`config.mk`:
```
export PLATFORM = sky130hd
export DESIGN_NAME = alu_issue_stage
export DESIGN_NICKNAME = d
export VERILOG_FILES = /design/src/rtl/alu_issue_stage.sv
export SDC_FILE = /design/constraint.sdc
export NUM_CORES = 1
export LEC_CHECK = 0
export BUFFER_PORTS_ARGS = -buffer_cell sky130_fd_sc_hd__buf_2
export CORE_ASPECT_RATIO = 0.8
export CORE_MARGIN = 4
export CORE_UTILIZATION = 58
export CTS_BUF_LIST = sky130_fd_sc_hd__clkbuf_4
export DETAILED_ROUTE_END_ITERATION = 7
export PLACE_DENSITY_LB_ADDON = 0.25
export REMOVE_ABC_BUFFERS = 1
export SLEW_MARGIN = 10
export SYNTH_ARGS = -nofsm -noshare
export SYNTH_HDL_FRONTEND = slang
export SYNTH_SLANG_ARGS = --single-unit
```
`constraint.sdc`:
```
create_clock -name clk -period 4.5 [get_ports clk]
set_input_delay 0.9 -clock clk [delete_from_list [all_inputs] [get_ports clk]]
set_output_delay 0.9 -clock clk [all_outputs]
set_load 0.03 [all_outputs]
```
`src/rtl/alu_issue_stage.sv`:
```
// ---------------------------------------------------------------------------
// alu_issue_stage
//
// Producer side of the ALU operand/select interface. Takes RV32I instructions
// with their register-file read data over a valid/ready handshake, decodes
// ALU-class instructions (OP, OP-IMM, LUI, AUIPC) into an ALU select and two
// operands, and presents them through a registered output stage backed by a
// one-entry skid buffer. Non-ALU or malformed instructions are still issued,
// flagged with op_illegal and select INVALID.
//
// Ports
//   clk          system clock, rising edge
//   reset        asynchronous active-low reset
//   flush        synchronous clear of output register and skid buffer
//   instr_valid  upstream instruction valid
//   instr_ready  stage can accept (registered, no path from op_ready)
//   instr        RV32I instruction word
//   pc           address of instr
//   rs1_data     register-file value for instr[19:15]
//   rs2_data     register-file value for instr[24:20]
//   op_valid     ALU operation presented
//   op_ready     downstream consumes the operation this cycle
//   op_a, op_b   ALU operands
//   op_sel       ALU select (ADD=0 .. SRA=9, NOP=10, INVALID=15)
//   op_rd        destination register
//   op_illegal   instruction was not ALU-class or was malformed
//
// Optional build macro ALU_ISSUE_STATS_EN adds:
//   issued_count   32-bit count of transfers
//   illegal_count  16-bit saturating count of transfers with op_illegal=1
// ---------------------------------------------------------------------------
module alu_issue_stage #(
   parameter int XLEN = 32
) (
   input  logic            clk,
   input  logic            reset,
   input  logic            flush,
   input  logic            instr_valid,
   output logic            instr_ready,
   input  logic [XLEN-1:0] instr,
   input  logic [XLEN-1:0] pc,
   input  logic [XLEN-1:0] rs1_data,
   input  logic [XLEN-1:0] rs2_data,
   output logic            op_valid,
   input  logic            op_ready,
   output logic [XLEN-1:0] op_a,
   output logic [XLEN-1:0] op_b,
   output logic [3:0]      op_sel,
   output logic [4:0]      op_rd,
   output logic            op_illegal
`ifdef ALU_ISSUE_STATS_EN
   ,
   output logic [31:0]     issued_count,
   output logic [15:0]     illegal_count
`endif
);

   localparam logic [3:0] SEL_ADD     = 4'd0;
   localparam logic [3:0] SEL_SUB     = 4'd1;
   localparam logic [3:0] SEL_AND     = 4'd2;
   localparam logic [3:0] SEL_OR      = 4'd3;
   localparam logic [3:0] SEL_XOR     = 4'd4;
   localparam logic [3:0] SEL_SLT     = 4'd5;
   localparam logic [3:0] SEL_SLTU    = 4'd6;
   localparam logic [3:0] SEL_SLL     = 4'd7;
   localparam logic [3:0] SEL_SRL     = 4'd8;
   localparam logic [3:0] SEL_SRA     = 4'd9;
   localparam logic [3:0] SEL_NOP     = 4'd10;
   localparam logic [3:0] SEL_INVALID = 4'd15;

   localparam logic [6:0] OPC_OP     = 7'b0110011;
   localparam logic [6:0] OPC_OP_IMM = 7'b0010011;
   localparam logic [6:0] OPC_LUI    = 7'b0110111;
   localparam logic [6:0] OPC_AUIPC  = 7'b0010111;

   localparam logic [6:0] F7_BASE = 7'b0000000;
   localparam logic [6:0] F7_ALT  = 7'b0100000;

   typedef struct packed {
      logic [3:0]      sel;
      logic [XLEN-1:0] a;
      logic [XLEN-1:0] b;
      logic [4:0]      rd;
      logic            illegal;
   } op_t;

   localparam op_t OP_RESET = '{sel: SEL_NOP, a: '0, b: '0, rd: '0, illegal: 1'b0};

   // Shared funct3 -> select map for OP and OP-IMM (funct7 base encoding).
   function automatic logic [3:0] f3_to_sel(input logic [2:0] f3);
      logic [3:0] s;
      case (f3)
         3'b000:  s = SEL_ADD;
         3'b001:  s = SEL_SLL;
         3'b010:  s = SEL_SLT;
         3'b011:  s = SEL_SLTU;
         3'b100:  s = SEL_XOR;
         3'b101:  s = SEL_SRL;
         3'b110:  s = SEL_OR;
         default: s = SEL_AND;
      endcase
      return s;
   endfunction

   logic [6:0]      w_opcode;
   logic [2:0]      w_funct3;
   logic [6:0]      w_funct7;
   logic [XLEN-1:0] w_imm_i;
   logic [XLEN-1:0] w_imm_u;
   logic [XLEN-1:0] w_shamt;

   assign w_opcode = instr[6:0];
   assign w_funct3 = instr[14:12];
   assign w_funct7 = instr[31:25];
   assign w_imm_i  = {{(XLEN-12){instr[31]}}, instr[31:20]};
   assign w_imm_u  = {instr[XLEN-1:12], 12'b0};
   assign w_shamt  = {{(XLEN-5){1'b0}}, instr[24:20]};

   logic            w_dec_legal;
   logic [3:0]      w_dec_sel;
   logic [XLEN-1:0] w_dec_a;
   logic [XLEN-1:0] w_dec_b;
   op_t             w_dec;

   always_comb begin
      w_dec_legal = 1'b0;
      w_dec_sel   = SEL_INVALID;
      w_dec_a     = '0;
      w_dec_b     = '0;
      case (w_opcode)
         OPC_OP: begin
            w_dec_a = rs1_data;
            w_dec_b = rs2_data;
            if (w_funct7 == F7_BASE) begin
               w_dec_legal = 1'b1;
               w_dec_sel   = f3_to_sel(w_funct3);
            end else if (w_funct7 == F7_ALT) begin
               if (w_funct3 == 3'b000) begin
                  w_dec_legal = 1'b1;
                  w_dec_sel   = SEL_SUB;
               end else if (w_funct3 == 3'b101) begin
                  w_dec_legal = 1'b1;
                  w_dec_sel   = SEL_SRA;
               end
            end
         end
         OPC_OP_IMM: begin
            w_dec_a = rs1_data;
            w_dec_b = w_imm_i;
            case (w_funct3)
               3'b001: begin
                  w_dec_b     = w_shamt;
                  w_dec_sel   = SEL_SLL;
                  w_dec_legal = (w_funct7 == F7_BASE);
               end
               3'b101: begin
                  w_dec_b = w_shamt;
                  if (w_funct7 == F7_BASE) begin
                     w_dec_legal = 1'b1;
                     w_dec_sel   = SEL_SRL;
                  end else if (w_funct7 == F7_ALT) begin
                     w_dec_legal = 1'b1;
                     w_dec_sel   = SEL_SRA;
                  end
               end
               default: begin
                  w_dec_legal = 1'b1;
                  w_dec_sel   = f3_to_sel(w_funct3);
               end
            endcase
         end
         OPC_LUI: begin
            w_dec_legal = 1'b1;
            w_dec_sel   = SEL_ADD;
            w_dec_b     = w_imm_u;
         end
         OPC_AUIPC: begin
            w_dec_legal = 1'b1;
            w_dec_sel   = SEL_ADD;
            w_dec_a     = pc;
            w_dec_b     = w_imm_u;
         end
         default: begin
         end
      endcase
   end

   // Anything not legal collapses to a clean INVALID record so partially
   // decoded operands never leak downstream.
   always_comb begin
      if (w_dec_legal) begin
         w_dec = '{sel: w_dec_sel, a: w_dec_a, b: w_dec_b, rd: instr[11:7], illegal: 1'b0};
      end else begin
         w_dec = '{sel: SEL_INVALID, a: '0, b: '0, rd: '0, illegal: 1'b1};
      end
   end

   op_t  r_out;
   logic r_out_valid;
   op_t  r_skid;
   logic r_skid_valid;

   logic w_accept;
   logic w_xfer;

   assign instr_ready = !r_skid_valid;
   assign w_accept    = instr_valid && instr_ready;
   assign w_xfer      = r_out_valid && op_ready;

   // Output register plus one-entry skid. The skid can only be occupied while
   // the output register is valid, and while it is occupied instr_ready is low,
   // so an accept never coincides with a skid-to-output move.
   always_ff @(posedge clk or negedge reset) begin
      if (!reset) begin
         r_out        <= OP_RESET;
         r_out_valid  <= 1'b0;
         r_skid       <= OP_RESET;
         r_skid_valid <= 1'b0;
      end else if (flush) begin
         r_out_valid  <= 1'b0;
         r_skid_valid <= 1'b0;
      end else begin
         if (!r_out_valid || w_xfer) begin
            if (r_skid_valid) begin
               r_out        <= r_skid;
               r_out_valid  <= 1'b1;
               r_skid_valid <= 1'b0;
            end else if (w_accept) begin
               r_out       <= w_dec;
               r_out_valid <= 1'b1;
            end else begin
               r_out_valid <= 1'b0;
            end
         end else if (w_accept) begin
            r_skid       <= w_dec;
            r_skid_valid <= 1'b1;
         end
      end
   end

   assign op_valid   = r_out_valid;
   assign op_a       = r_out.a;
   assign op_b       = r_out.b;
   assign op_sel     = r_out.sel;
   assign op_rd      = r_out.rd;
   assign op_illegal = r_out.illegal;

`ifdef ALU_ISSUE_STATS_EN
   logic [31:0] r_issued_count;
   logic [15:0] r_illegal_count;

   // Counters track real transfers, including one that lands in a flush cycle.
   always_ff @(posedge clk or negedge reset) begin
      if (!reset) begin
         r_issued_count  <= '0;
         r_illegal_count <= '0;
      end else if (w_xfer) begin
         r_issued_count <= r_issued_count + 32'd1;
         if (r_out.illegal && (r_illegal_count != 16'hFFFF)) begin
            r_illegal_count <= r_illegal_count + 16'd1;
         end
      end
   end

   assign issued_count  = r_issued_count;
   assign illegal_count = r_illegal_count;
`endif

endmodule

```
==> reports/metrics.json, run 1 <==
{
  "post-route-util": {"value": 71.3, "unit": "%"},
  "holdBufCountCts": {"value": 0},
  "timing.max_slew.rel_slack": {"value": 24.2, "unit": "%"},
  "pre_cts_ws": {"value": 1140, "unit": "ps"},
  "antenna_cells_inserted": {"value": 0},
  "rows": {"value": 36},
  "cts-htree-levels": {"value": 4},
  "drt_iter0_markers": {"value": 563},
  "maximum_vdd_drop": {"value": 0.198, "unit": "mV"},
  "overall_routed_net_length": {"value": 20400, "unit": "um"},
  "synth-edff-count": {"value": 0},
  "synthCells": {"value": 815},
  "worstMarginPinSlew": {"value": 1130, "unit": "ps"},
  "synth_top_area_cell": {"value": "dfrtp_1"},
  "routed-via-count": {"value": 6926},
  "syn-cell-area": {"value": 7310, "unit": "um2"},
  "initial_antenna_violation_count": {"value": 0},
  "remaining_drc_errors": {"value": 0},
  "crit_arrival": {"value": 2050, "unit": "ps"},
  "design.final.nets": {"value": 1113},
  "yosys-top-cells-area": {"value": "dfrtp_1 (50%), nand2_1 (7.6%), o31ai_1 (6.6%), o22ai_1 (5.6%), a21oi_1 (5.3%)"},
  "grt-ovfl-total": {"value": 0},
  "area_growth": {"value": 19.5, "unit": "%"},
  "power_report.internal_total": {"value": 0.00200, "unit": "W"},
  "finalHoldViolations": {"value": 0},
  "drt-pass1-iter-count": {"value": 5},
  "synth-seq-cells": {"value": 150},
  "crit_fanout": {"value": 75},
  "netlist.area_leader.share": {"value": 50.0, "unit": "%"},
  "cp-start-kind": {"value": "register"},
  "fin_skew": {"value": 26.5, "unit": "ps"},
  "worstHoldPathType": {"value": "input port to asynchronous set/reset pin"},
  "tns": {"value": 0, "unit": "ps"},
  "timing.final.max_slew_violations": {"value": 0},
  "tritoncts": {"value": "yes"},
  "drtAntennaViolNets": {"value": 0},
  "clock-sinks": {"value": 150},
  "worst_path_largest_cell_delay": {"value": 670, "unit": "ps"},
  "cts_root_buffer": {"value": "clkbuf_4"},
  "multi_input_area": {"value": 3230, "unit": "um2"},
  "route.detailed.wl_per_inst": {"value": 17.6, "unit": "um"},
  "floorplan.die.width": {"value": 134, "unit": "um"},
  "layout-drive-gt1-share": {"value": 26.9, "unit": "%"},
  "gpl.final_weighted_congestion": {"value": 0.868},
  "dp_hpwl": {"value": 13000, "unit": "um"},
  "cts.clk_slew.worst_paths": {"value": 130, "unit": "ps"},
  "yosysSeqAreaShare": {"value": 51.4, "unit": "%"},
  "worst_ep_required_time": {"value": 3600, "unit": "ps"},
  "power_frac_clock": {"value": 27.5, "unit": "%"},
  "timing.critical_path.to_type": {"value": "primary output"},
  "timing.critical_path.cells": {"value": "buf_4 > inv_1 > buf_2"},
  "switching_share": {"value": 33.9, "unit": "%"},
  "power_density": {"value": 347, "unit": "nW/um2"},
  "seq_power_share": {"value": 49.9, "unit": "%"},
  "global_route.usage.total": {"value": 28.1, "unit": "%"},
  "grt_start_max_net_pins": {"value": 80},
  "setup_slack": {"value": 1550, "unit": "ps"},
  "coreArea": {"value": 12300, "unit": "um2"},
  "timing.setup.critical_path_class": {"value": "register to primary output"},
  "post_synth_num_cell_types": {"value": 42},
  "tritoncts.num_buffers": {"value": 17},
  "grt_pass1_wl": {"value": 32800, "unit": "um"},
  "maxCapViolations": {"value": 0},
  "whs": {"value": 350, "unit": "ps"},
  "vias_per_cell": {"value": 5.96},
  "fill_count": {"value": 1019},
  "min_period": {"value": 2950, "unit": "ps"},
  "power.switching": {"value": 0.00103, "unit": "W"},
  "seq_area": {"value": 3760, "unit": "um2"},
  "cts_max_path_buffers": {"value": 2},
  "avgSynthCellArea": {"value": 8.97, "unit": "um2"},
  "die_h": {"value": 108, "unit": "um"},
  "ys_async_sr_fraction": {"value": 100, "unit": "%"},
  "crit_slowest_cell": {"value": "buf_4"},
  "number_of_gates_resized_after_cts": {"value": 0},
  "first_global_vias": {"value": 6628},
  "grt_setup_unrepaired": {"value": "no"},
  "ioPinCount": {"value": 209},
  "synth_warnings": {"value": 0},
  "clkLatencyLatePin": {"value": 550, "unit": "ps"},
  "share_comb_of_total_power": {"value": 22.6, "unit": "%"},
  "result_of_the_run": {"value": "completed"},
  "postCtsSetupRepairBufs": {"value": 0},
  "ys_dominant_reg_cell": {"value": "dfrtp_1"},
  "report.final.setup_viol": {"value": 0},
  "design.die.area": {"value": 14500, "unit": "um2"},
  "initial_core_util": {"value": 59.7, "unit": "%"},
  "cellLeakagePower": {"value": 4.06, "unit": "nW"},
  "final.period_utilization": {"value": 65.5, "unit": "%"},
  "max_clock_freq": {"value": 339, "unit": "MHz"},
  "placement.io_buffers": {"value": 208}
}
==> final cells by class <==
class                      count  share of cell area, %
clock inverter                14                   1.72
clock buffer                  17                   1.46
inverter                      21                  0.902
multi-input combinational    568                   37.0
timing repair buffer         222                   13.5
sequential                   150                   43.0
tap                          171                   2.45
==> placed cells by master, fill, tap and decap left out, types with 8 or more instances in the layout <==
cell type  instances
a221o_1           24
buf_4             12
buf_2            207
clkbuf_4          17
inv_1             20
and3_1             8
dfrtp_1          145
a21oi_1           78
o21ai_0           18
a22o_1            40
o22ai_1           66
nor2_1            76
nand2_1          148
o31ai_1           64
==> logic make-up (layout without fill, tap and decap cells) <==
kind of cell / after synthesis / after routing / synth area share, %
buffers and inverters: 97 / 274 / 5.03
AND/OR/NAND/NOR: 261 / 261 / 14.9
XOR/XNOR: 1 / 1 / 0.120
flip-flops: 150 / 150 / 51.4
AO/OA/AOI/OAI: 306 / 306 / 28.6
==> worst max-delay path: cells and delay by family (launching register included) <==
| kind | cells | cell delay (ps) |
|---|---|---|
| buf+inv | 3 | 1120 |
| flops | 1 | 390 |
==> Yosys cell counts, types with 3 or more instances <==
| cell | count |
|---|---|
| or3_1 | 4 |
| a22o_1 | 40 |
| nor2b_1 | 4 |
| nand2_1 | 148 |
| dfrtp_1 | 146 |
| nor2_1 | 78 |
| and3_1 | 8 |
| clkbuf_1 | 73 |
| o21ai_0 | 18 |
| a31oi_1 | 3 |
| nor3_1 | 3 |
| inv_1 | 20 |
| nand2b_1 | 3 |
| a21oi_1 | 78 |
| dfstp_2 | 4 |
| buf_2 | 3 |
| a221o_1 | 24 |
| o31ai_1 | 64 |
| o22ai_1 | 66 |
==> registers in the layout (all words and copies together) (netlist names) <==
signal,cells
op_a,32
op_b,32
op_illegal,1
op_rd,5
op_sel,4
op_valid,1
r_skid,74
r_skid_valid,1
==> path summary, 6_finish.rpt <==
path	start	endpoint	slack, ps	cells after the start
setup / recovery	r_skid_valid	instr_ready	1550	3
hold / removal	reset	op_a[19]	350	1
setup reg to reg	op_valid	op_sel[0]	2140	6
hold reg to reg	r_skid[52]	r_skid[52]	490	2
max in group asynchronous	reset	r_skid[62]	3130	2
min in group clk	r_skid[52]	r_skid[52]	490	2
==> power groups by stage <==
stage / Clock, W / Combinational [W] / Sequential, W
2_1_floorplan: 0 / 0.000217 / 0.00172
3_3_place_gp: 0 / 0.000674 / 0.00153
6_report: 0.000834 / 0.000683 / 0.00151
4_1_cts: 0.000842 / 0.000686 / 0.00151
5_1_grt: 0.000903 / 0.000738 / 0.00152
3_5_place_dp: 0 / 0.000685 / 0.00154
==> metal layers <==
layer	wire [um]	share of wire, %	track usage (%)	vias up
met5	0	0	0	-
met4	254	1.2	8.52	0
met3	1530	7.5	5.30	27
met2	9640	47	43.7	289
met1	9010	44	40.7	3322
li1	-	-	-	3288
==> per-stage QoR <==
step / cells / total power (W) / instance area, um2
2_1_floorplan: 739 / 0.00194 / 7020
3_3_place_gp: 1132 / 0.00221 / 8460
3_5_place_dp: 1132 / 0.00222 / 8460
4_1_cts: 1163 / 0.00304 / 8740
5_1_grt: 1163 / 0.00316 / 8740
6_report: 1163 / 0.00303 / 8740
No activity file was read; power rests on OpenSTA's default activity.
==> run 2: changes to the inputs <==
--- a/config.mk
+++ b/config.mk
@@ -5,10 +5,11 @@
 export SDC_FILE = /design/constraint.sdc
 export NUM_CORES = 1
 export LEC_CHECK = 0
+export ABC_AREA = 1
 export BUFFER_PORTS_ARGS = -buffer_cell sky130_fd_sc_hd__buf_2
 export CORE_ASPECT_RATIO = 0.8
 export CORE_MARGIN = 4
-export CORE_UTILIZATION = 58
+export CORE_UTILIZATION = 50
 export CTS_BUF_LIST = sky130_fd_sc_hd__clkbuf_4
 export DETAILED_ROUTE_END_ITERATION = 7
 export PLACE_DENSITY_LB_ADDON = 0.25
==> constraint.sdc (replaced) <==
create_clock -name clk -period 2.7 [get_ports clk]
set_input_delay 0.54 -clock clk [delete_from_list [all_inputs] [get_ports clk]]
set_output_delay 0.54 -clock clk [all_outputs]
set_load 0.03 [all_outputs]
==> run 2 against run 1 <==
Core utilization down 9.2 points. First-iteration DRC count grew 20%. Largest power group unchanged. Total power up 51%. Final area is 8.8% higher. Highest routed layer unchanged. Sequential cell count did not move.
==> reports/metrics.json, run 2 <==
{
  "design_area": {"value": 9510, "unit": "um2", "change": "was 8740 um2"},
  "initial_antenna_violation_count": {"value": 1, "change": "was 0"},
  "cellLeakagePower": {"value": 5.80, "unit": "nW", "change": "was 4.06 nW"},
  "most_frequent_standard_cell_in_the_layout_excluding_fill_and_tap_cells": {"value": "nand2_1", "change": "was buf_2"},
  "yosys-top-cells-area": {"value": "dfrtp_1 (46%), nand2_1 (26%), nand3_1 (7.9%), nor2_1 (7.6%), o21ai_1 (4.2%)", "change": "was dfrtp_1 (50%), nand2_1 (7.6%), o31ai_1 (6.6%), o22ai_1 (5.6%), a21oi_1 (5.3%)"},
  "floorplan.die.width": {"value": 149, "unit": "um", "change": "was 134 um"},
  "crit-reg2reg-capture": {"value": "r_skid[61]", "change": "was op_sel[0]"},
  "crit_arrival": {"value": 1400, "unit": "ps", "change": "was 2050 ps"},
  "place_area": {"value": 9190, "unit": "um2", "change": "was 8460 um2"},
  "worst_ep_required_time": {"value": 2160, "unit": "ps", "change": "was 3600 ps"},
  "cts_root_buffer": {"value": "clkbuf_4", "change": "unchanged"},
  "largest_register_ff_count": {"value": 74, "change": "unchanged"},
  "grt-ovfl-total": {"value": 0, "change": "unchanged"},
  "postCtsSetupRepairBufs": {"value": 0, "change": "unchanged"},
  "cp-start-kind": {"value": "register", "change": "unchanged"},
  "worst_hold_startpoint": {"value": "instr[9]"},
  "clkLatencyLatePin": {"value": 530, "unit": "ps", "change": "was 550 ps"},
  "ioPinCount": {"value": 209, "change": "unchanged"},
  "synth_warnings": {"value": 0, "change": "unchanged"},
  "result_of_the_run": {"value": "completed", "change": "unchanged"},
  "detailroute.wirelength.met2": {"value": 9670, "unit": "um", "change": "was 9640 um"},
  "design.die.area": {"value": 18000, "unit": "um2", "change": "was 14500 um2"},
  "layout.cells.non_filler": {"value": 1560, "change": "was 1163"},
  "die_h": {"value": 121, "unit": "um", "change": "was 108 um"},
  "report.final.setup_viol": {"value": 0, "change": "unchanged"},
  "overall_routed_net_length": {"value": 21400, "unit": "um", "change": "was 20400 um"},
  "drt_iter0_markers": {"value": 673, "change": "was 563"},
  "wl_met1": {"value": 10100, "unit": "um", "change": "was 9010 um"},
  "grt_start_max_net_pins": {"value": 106, "change": "was 80"},
  "place_inst": {"value": 1528, "change": "was 1132"},
  "synthCells": {"value": 1167, "change": "was 815"},
  "synthTopCellsByCount": {"value": "nand2_1 (542), nor2_1 (160), dfrtp_1 (146)", "change": "was nand2_1 (148), dfrtp_1 (146), a21oi_1 (78), nor2_1 (78), clkbuf_1 (73)"},
  "coreArea": {"value": 15300, "unit": "um2", "change": "was 12300 um2"},
  "drt-pass1-iter-count": {"value": 7, "change": "was 5"},
  "registers.top_by_ff_count": {"value": "r_skid", "change": "unchanged"},
  "grt_setup_unrepaired": {"value": "no", "change": "unchanged"},
  "first_global_vias": {"value": 7380, "change": "was 6628"},
  "max_clock_freq": {"value": 516, "unit": "MHz"},
  "fin_skew": {"value": 12.2, "unit": "ps", "change": "was 26.5 ps"},
  "most_used_cells_in_the_layout_excluding_fill_and_tap_cells": {"value": "nand2_1 (541), buf_2 (207), nor2_1 (159)", "change": "was buf_2 (207), nand2_1 (148), dfrtp_1 (145)"},
  "power_density": {"value": 481, "unit": "nW/um2", "change": "was 347 nW/um2"},
  "ys_dominant_reg_cell": {"value": "dfrtp_1", "change": "unchanged"},
  "synth-edff-count": {"value": 0, "change": "unchanged"},
  "final.period_utilization": {"value": 71.8, "unit": "%"},
  "initial_core_util": {"value": 51.9, "unit": "%", "change": "was 59.7%"},
  "vias_per_cell": {"value": 5.14, "change": "was 5.96"},
  "met3_wirelength": {"value": 1430, "unit": "um", "change": "was 1530 um"},
  "worstHoldPathType": {"value": "input port to register", "change": "was input port to asynchronous set/reset pin"},
  "finalHoldViolations": {"value": 0, "change": "unchanged"},
  "design.final.nets": {"value": 1471, "change": "was 1113"},
  "timing.final.max_slew_violations": {"value": 0, "change": "unchanged"},
  "global_route.usage.total": {"value": 24.0, "unit": "%", "change": "was 28.1%"},
  "whs": {"value": 263, "unit": "ps", "change": "was 350 ps"},
  "dp_hpwl": {"value": 14400, "unit": "um", "change": "was 13000 um"},
  "route.detailed.wl_per_inst": {"value": 13.7, "unit": "um", "change": "was 17.6 um"},
  "netlist.area_leader.share": {"value": 46.0, "unit": "%", "change": "was 50.0%"},
  "cp-startpoint": {"value": "r_skid_valid", "change": "unchanged"},
  "rows": {"value": 40, "change": "was 36"},
  "worstReg2RegStart": {"value": "op_valid", "change": "unchanged"},
  "layout-drive-gt1-share": {"value": 20.2, "unit": "%", "change": "was 26.9%"},
  "yosysSeqAreaShare": {"value": 47.3, "unit": "%", "change": "was 51.4%"},
  "min_period": {"value": 1940, "unit": "ps"},
  "synth_top_area_cell": {"value": "dfrtp_1", "change": "unchanged"},
  "routed-via-count": {"value": 8015, "change": "was 6926"},
  "maxCapViolations": {"value": 0, "change": "unchanged"},
  "avgSynthCellArea": {"value": 6.81, "unit": "um2", "change": "was 8.97 um2"},
  "clock-sinks": {"value": 150, "change": "unchanged"},
  "remaining_drc_errors": {"value": 0, "change": "unchanged"},
  "syn-cell-area": {"value": 7950, "unit": "um2", "change": "was 7310 um2"},
  "tritoncts": {"value": "yes", "change": "unchanged"},
  "route.top_layer_used": {"value": "met4", "change": "unchanged"},
  "maximum_vdd_drop": {"value": 0.348, "unit": "mV", "change": "was 0.198 mV"},
  "area_growth": {"value": 19.6, "unit": "%", "change": "was 19.5%"},
  "drtAntennaViolNets": {"value": 0, "change": "unchanged"},
  "worstMarginPinSlew": {"value": 618, "unit": "ps", "change": "was 1130 ps"},
  "timing.critical_path.to": {"value": "instr_ready", "change": "unchanged"},
  "tritoncts.num_buffers": {"value": 17, "change": "unchanged"},
  "placement.io_buffers": {"value": 208, "change": "unchanged"},
  "r2r_slack": {"value": 1020, "unit": "ps", "change": "was 2140 ps"},
  "synth-seq-cells": {"value": 150, "change": "unchanged"},
  "cts.clk_slew.worst_paths": {"value": 120, "unit": "ps", "change": "was 130 ps"},
  "fill_count": {"value": 1459, "change": "was 1019"},
  "reg2reg_depth": {"value": 8, "change": "was 6"},
  "crit_fanout": {"value": 6, "change": "was 75"},
  "number_of_gates_resized_after_cts": {"value": 0, "change": "unchanged"},
  "ys_async_sr_fraction": {"value": 100, "unit": "%", "change": "unchanged"},
  "gpl.final_weighted_congestion": {"value": 0.868, "change": "unchanged"},
  "post-synth-top-count-cell": {"value": "nand2_1", "change": "unchanged"},
  "timing.max_slew.rel_slack": {"value": 58.8, "unit": "%", "change": "was 24.2%"},
  "grt_pass1_wl": {"value": 35400, "unit": "um", "change": "was 32800 um"},
  "post_synth_num_cell_types": {"value": 24, "change": "was 42"},
  "timing.critical_path.to_type": {"value": "primary output", "change": "unchanged"},
  "antenna_cells_inserted": {"value": 0, "change": "unchanged"},
  "cts-htree-levels": {"value": 4, "change": "unchanged"},
  "timing.setup.critical_path_class": {"value": "register to primary output", "change": "unchanged"},
  "cts_max_path_buffers": {"value": 2, "change": "unchanged"}
}
## run 2: changes by cell type after synthesis, moves of 6 or more
cell / previous run / this run
a21oi_1: 78 / 2
o31ai_1: 64 / 0
a22o_1: 40 / 0
and3_1: 8 / 0
nor2_1: 78 / 160
buf_6: 0 / 7
buf_1: 0 / 6
o22ai_1: 66 / 0
o21ai_1: 1 / 66
clkbuf_1: 73 / 61
nand2_1: 148 / 542
a221o_1: 24 / 0
nand3_1: 2 / 125
## run 2: cell families (layout without fill, tap and decap cells)
| family | after synthesis | in the layout | synth area share [%] |
|---|---|---|---|
| compound gates | 85 | 85 | 5.41 |
| buf+inv | 96 | 279 | 5.24 |
| flops | 150 | 150 | 47.3 |
| simple gates | 836 | 836 | 42.1 |
## run 2: worst max-delay path, stage by stage (launching register included)
cell and delay (ps):
dfrtp_1 480, inv_4 170, buf_2 230
## run 2: what timing repair did
| item | CTS | global route |
|---|---|---|
| hold buffers | 1 | 0 |
| hold endpoints to repair | 57 | 0 |
| setup endpoints to repair | 0 | 0 |
## run 2: metal layers
metal / track usage (%) / vias to the layer above
met5: 0 / -
met4: 5.37 / 0
met3: 4.65 / 14
met2: 37.1 / 277
met1: 35.2 / 3717
li1: - / 4007
## run 2: worst min-delay path by stage
stage | end | slack (ps) | cells past startpoint
6_report | r_skid[3] | 260 | 3
5_1_grt | r_skid[1] | 220 | 3
4_1_cts | r_skid[3] | 220 | 3
3_5_place_dp | op_a[19] | 460 | 2
3_3_place_gp | op_sel[1] | 450 | 2
2_1_floorplan | op_a[0] | 240 | 0
## run 2: area by class of cell
type                    instances  area, um2  area share, %
clock buffers                  20        150           1.58
flip-flops and latches        150       3760           39.5
well taps                     210        263           2.76
multi-input cells             921       3800           40.0
inverters                      19       73.8          0.776
clock inverters                11        156           1.64
repair buffers                229       1310           13.7
## run 2: where the power goes
group | leakage (nW) | switching (W) | total (W) | internal, W
registers | 2.06 | 0.0000431 | 0.00238 | 0.00234
logic | 3.58 | 0.000450 | 0.000659 | 0.000209
clock network | 0.163 | 0.000784 | 0.00154 | 0.000751
## run 2: per-stage QoR
step	util, %	setup TNS (ps)	power, W	setup slack (ps)
global placement	60.0	0	0.00308	463
CTS	62.1	0	0.00462	720
detailed placement	60.0	0	0.00309	395
floorplan	-	-369290	0.00279	-4450
global route	62.1	0	0.00479	662
finish	62.1	0	0.00458	761
==> run 3: changes to the inputs <==
--- a/config.mk
+++ b/config.mk
@@ -5,11 +5,11 @@
 export SDC_FILE = /design/constraint.sdc
 export NUM_CORES = 1
 export LEC_CHECK = 0
-export ABC_AREA = 1
+export ABC_AREA = 0
 export BUFFER_PORTS_ARGS = -buffer_cell sky130_fd_sc_hd__buf_2
 export CORE_ASPECT_RATIO = 0.8
 export CORE_MARGIN = 4
-export CORE_UTILIZATION = 50
+export CORE_UTILIZATION = 49
 export CTS_BUF_LIST = sky130_fd_sc_hd__clkbuf_4
 export DETAILED_ROUTE_END_ITERATION = 7
 export PLACE_DENSITY_LB_ADDON = 0.25
==> constraint.sdc (replaced) <==
create_clock -name clk -period 1.67 [get_ports clk]
set_input_delay 0.334 -clock clk [delete_from_list [all_inputs] [get_ports clk]]
set_output_delay 0.334 -clock clk [all_outputs]
set_load 0.03 [all_outputs]
==> run 3 against run 2 <==
The run now ends with setup timing left. Clock-buffer cell count rose by 5. Final area rose by 7.2%. Global-route usage rose by 2.3 points. Clock power rose by 23%. Final cell count fell by 20%. Critical path depth rose by 4. Hold slack got worse by 220 ps. Core utilization rose by 8.5 points. Total power rose by 79%. Register-to-register slack got worse by 1100 ps. Worst setup slack got worse by 850 ps. Sequential power rose by 71%.
==> reports/metrics.json, run 3 (synthesized netlist as in run 1, its figures left out) <==
{
  "result_of_the_run": {"value": "finished, violations left", "change": "was completed"},
  "violations": {"value": "setup timing"},
  "design_area": {"value": 10200, "unit": "um2", "change": "was 9510 um2"},
  "registers.top_by_ff_count": {"value": "r_skid", "change": "unchanged"},
  "area_growth": {"value": 39.4, "unit": "%", "change": "was 19.6%"},
  "most_used_cells_in_the_layout_excluding_fill_and_tap_cells": {"value": "buf_2 (205), nand2_1 (148), dfrtp_1 (145)", "change": "was nand2_1 (541), buf_2 (207), nor2_1 (159)"},
  "vias_per_cell": {"value": 5.89, "change": "was 5.14"},
  "most_frequent_standard_cell_in_the_layout_excluding_fill_and_tap_cells": {"value": "buf_2", "change": "was nand2_1"},
  "power_report.internal_total": {"value": 0.00544, "unit": "W", "change": "was 0.00330 W"},
  "maxCapViolations": {"value": 0, "change": "unchanged"},
  "worstMarginPinSlew": {"value": 671, "unit": "ps", "change": "was 618 ps"},
  "cts-htree-levels": {"value": 4, "change": "unchanged"},
  "ioPinCount": {"value": 209, "change": "unchanged"},
  "cts_root_buffer": {"value": "clkbuf_4", "change": "unchanged"},
  "max_clock_freq": {"value": 569, "unit": "MHz"},
  "timing.max_slew.rel_slack": {"value": 55.1, "unit": "%", "change": "was 58.8%"},
  "initial_core_util": {"value": 50.6, "unit": "%", "change": "was 51.9%"},
  "report.final.setup_viol": {"value": 65, "change": "was 0"},
  "largest_register_ff_count": {"value": 74, "change": "unchanged"},
  "design.die.area": {"value": 17000, "unit": "um2", "change": "was 18000 um2"},
  "design.final.nets": {"value": 1187, "change": "was 1471"},
  "gpl.final_weighted_congestion": {"value": 0.878, "change": "was 0.868"},
  "final.period_utilization": {"value": 105, "unit": "%"},
  "fin_skew": {"value": 9.92, "unit": "ps", "change": "was 12.2 ps"},
  "clkLatencyLatePin": {"value": 540, "unit": "ps", "change": "was 530 ps"},
  "global_route.usage.total": {"value": 26.3, "unit": "%", "change": "was 24.0%"},
  "tritoncts": {"value": "yes", "change": "unchanged"},
  "cts.clk_slew.worst_paths": {"value": 110, "unit": "ps", "change": "was 120 ps"},
  "power_density": {"value": 805, "unit": "nW/um2", "change": "was 481 nW/um2"},
  "clock-sinks": {"value": 150, "change": "unchanged"},
  "share_comb_of_total_power": {"value": 27.1, "unit": "%", "change": "was 14.4%"},
  "initial_antenna_violation_count": {"value": 2, "change": "was 1"},
  "grt_pass1_wl": {"value": 35100, "unit": "um", "change": "was 35400 um"},
  "floorplan.die.width": {"value": 145, "unit": "um", "change": "was 149 um"},
  "rows": {"value": 39, "change": "was 40"},
  "drtAntennaViolNets": {"value": 0, "change": "unchanged"},
  "timing.setup.critical_path_class": {"value": "register to register", "change": "was register to primary output"},
  "grt_start_max_net_pins": {"value": 73, "change": "was 106"},
  "timing.critical_path.to_type": {"value": "register", "change": "was primary output"},
  "crit_fanout": {"value": 35, "change": "was 6"},
  "die_h": {"value": 117, "unit": "um", "change": "was 121 um"},
  "cts_max_path_buffers": {"value": 2, "change": "unchanged"},
  "crit_arrival": {"value": 2180, "unit": "ps", "change": "was 1400 ps"},
  "layout-drive-gt1-share": {"value": 39.8, "unit": "%", "change": "was 20.2%"},
  "place_area": {"value": 9000, "unit": "um2", "change": "was 9190 um2"},
  "drt_iter0_markers": {"value": 583, "change": "was 673"},
  "overall_routed_net_length": {"value": 24200, "unit": "um", "change": "was 21400 um"},
  "min_period": {"value": 1760, "unit": "ps"},
  "first_global_vias": {"value": 6776, "change": "was 7380"},
  "pre_cts_ws": {"value": -717, "unit": "ps", "change": "was 395 ps"},
  "cp-start-kind": {"value": "register", "change": "unchanged"},
  "dp_hpwl": {"value": 14800, "unit": "um", "change": "was 14400 um"},
  "setup_slack": {"value": -88.8, "unit": "ps", "change": "was 761 ps"},
  "power.switching": {"value": 0.00277, "unit": "W", "change": "was 0.00128 W"},
  "remaining_drc_errors": {"value": 0, "change": "unchanged"},
  "grt_setup_unrepaired": {"value": "yes", "change": "was no"},
  "drt-pass1-iter-count": {"value": 7, "change": "unchanged"},
  "tritoncts.num_buffers": {"value": 17, "change": "unchanged"},
  "power_frac_clock": {"value": 23.2, "unit": "%", "change": "was 33.6%"},
  "cellLeakagePower": {"value": 4.65, "unit": "nW", "change": "was 5.80 nW"},
  "grt-ovfl-total": {"value": 0, "change": "unchanged"},
  "worst_ep_required_time": {"value": 2090, "unit": "ps", "change": "was 2160 ps"},
  "routed-via-count": {"value": 7376, "change": "was 8015"},
  "seq_power_share": {"value": 49.7, "unit": "%", "change": "was 52.0%"},
  "maximum_vdd_drop": {"value": 0.501, "unit": "mV", "change": "was 0.348 mV"},
  "coreArea": {"value": 14400, "unit": "um2", "change": "was 15300 um2"},
  "worstHoldPathType": {"value": "input port to register", "change": "unchanged"},
  "tns": {"value": -1790, "unit": "ps", "change": "was 0 ps"},
  "finalHoldViolations": {"value": 0, "change": "unchanged"},
  "switching_share": {"value": 33.8, "unit": "%", "change": "was 27.9%"},
  "route.detailed.wl_per_inst": {"value": 19.3, "unit": "um", "change": "was 13.7 um"},
  "placement.io_buffers": {"value": 208, "change": "unchanged"},
  "timing.final.max_slew_violations": {"value": 0, "change": "unchanged"}
}
[run 3: cell types whose count changed in the layout (fill, tap and decap cells not counted), sizes merged, moves of 8 or more]
cell	previous run	this run
nor2	164	79
a221o	0	24
buf	228	288
o21ai	80	19
a21oi	2	80
nand3	126	2
nand2	544	148
a22o	0	40
o31ai	0	64
o22ai	0	66
clkbuf	20	29
and3	0	8
[run 3: layout make-up]
class	count	area [um2]
antenna	2	5.00
clock buffer	25	188
clock inverter	6	30.0
fill	1106	4250
inverter	21	91.3
multi-input combinational	569	3880
sequential	150	3760
tap	184	230
timing repair buffer	295	2020
[run 3: final timing paths]
path,from,end,slack (ps),cells after the start
hold reg to reg,r_skid[4],r_skid[4],490,2
min in group asynchronous,reset,r_skid[47],300,2
setup / recovery,op_valid,op_a[19],-90,6
setup reg to reg,op_valid,op_a[19],-90,6
max in group asynchronous,reset,r_skid[33],760,3
hold / removal,instr[10],r_skid[4],40,3
[run 3: timing repair]
item | CTS | global route
gates resized for setup | 31 | 102
hold buffers | 2 | 0
pin swaps | 1 | 25
endpoints found under the hold margin | 42 | 0
cloned | 2 | 6
endpoints found under the setup margin | 109 | 134
buffers inserted | 6 | 6
[run 3: metrics by stage]
step	hold slack (ps)	total power, W	std cells	utilization, %
4_1_cts	2.94	0.00804	1239	65.4
5_1_grt	2.32	0.00860	1252	70.6
6_report	43.8	0.00821	1252	70.6
3_3_place_gp	299	0.00609	1198	62.3
2_1_floorplan	38.4	0.00522	739	-
3_5_place_dp	299	0.00611	1198	62.3
[run 3: layer usage]
layer	up-vias	part of all wire, %	global-route usage (%)
met2	292	47	40.6
met1	3588	44	37.9
li1	3457	-	-
met4	0	1.8	7.77
met3	39	6.8	5.28
met5	-	0	0
[run 3: worst max-delay path: stages, from the launching register on]
cell,delay (ps)
dfrtp_1,410
nor2b_4,130
or3_4,430
buf_4,170
buf_12,170
a21oi_1,230
o22ai_2,100
[run 3: power by group through the flow]
stage	combinational, W	clock (W)	sequential (W)
floorplan	0.000585	0	0.00464
global placement	0.00195	0	0.00413
detailed placement	0.00197	0	0.00414
CTS	0.00202	0.00194	0.00408
global route	0.00238	0.00211	0.00411
finish	0.00222	0.00190	0.00408
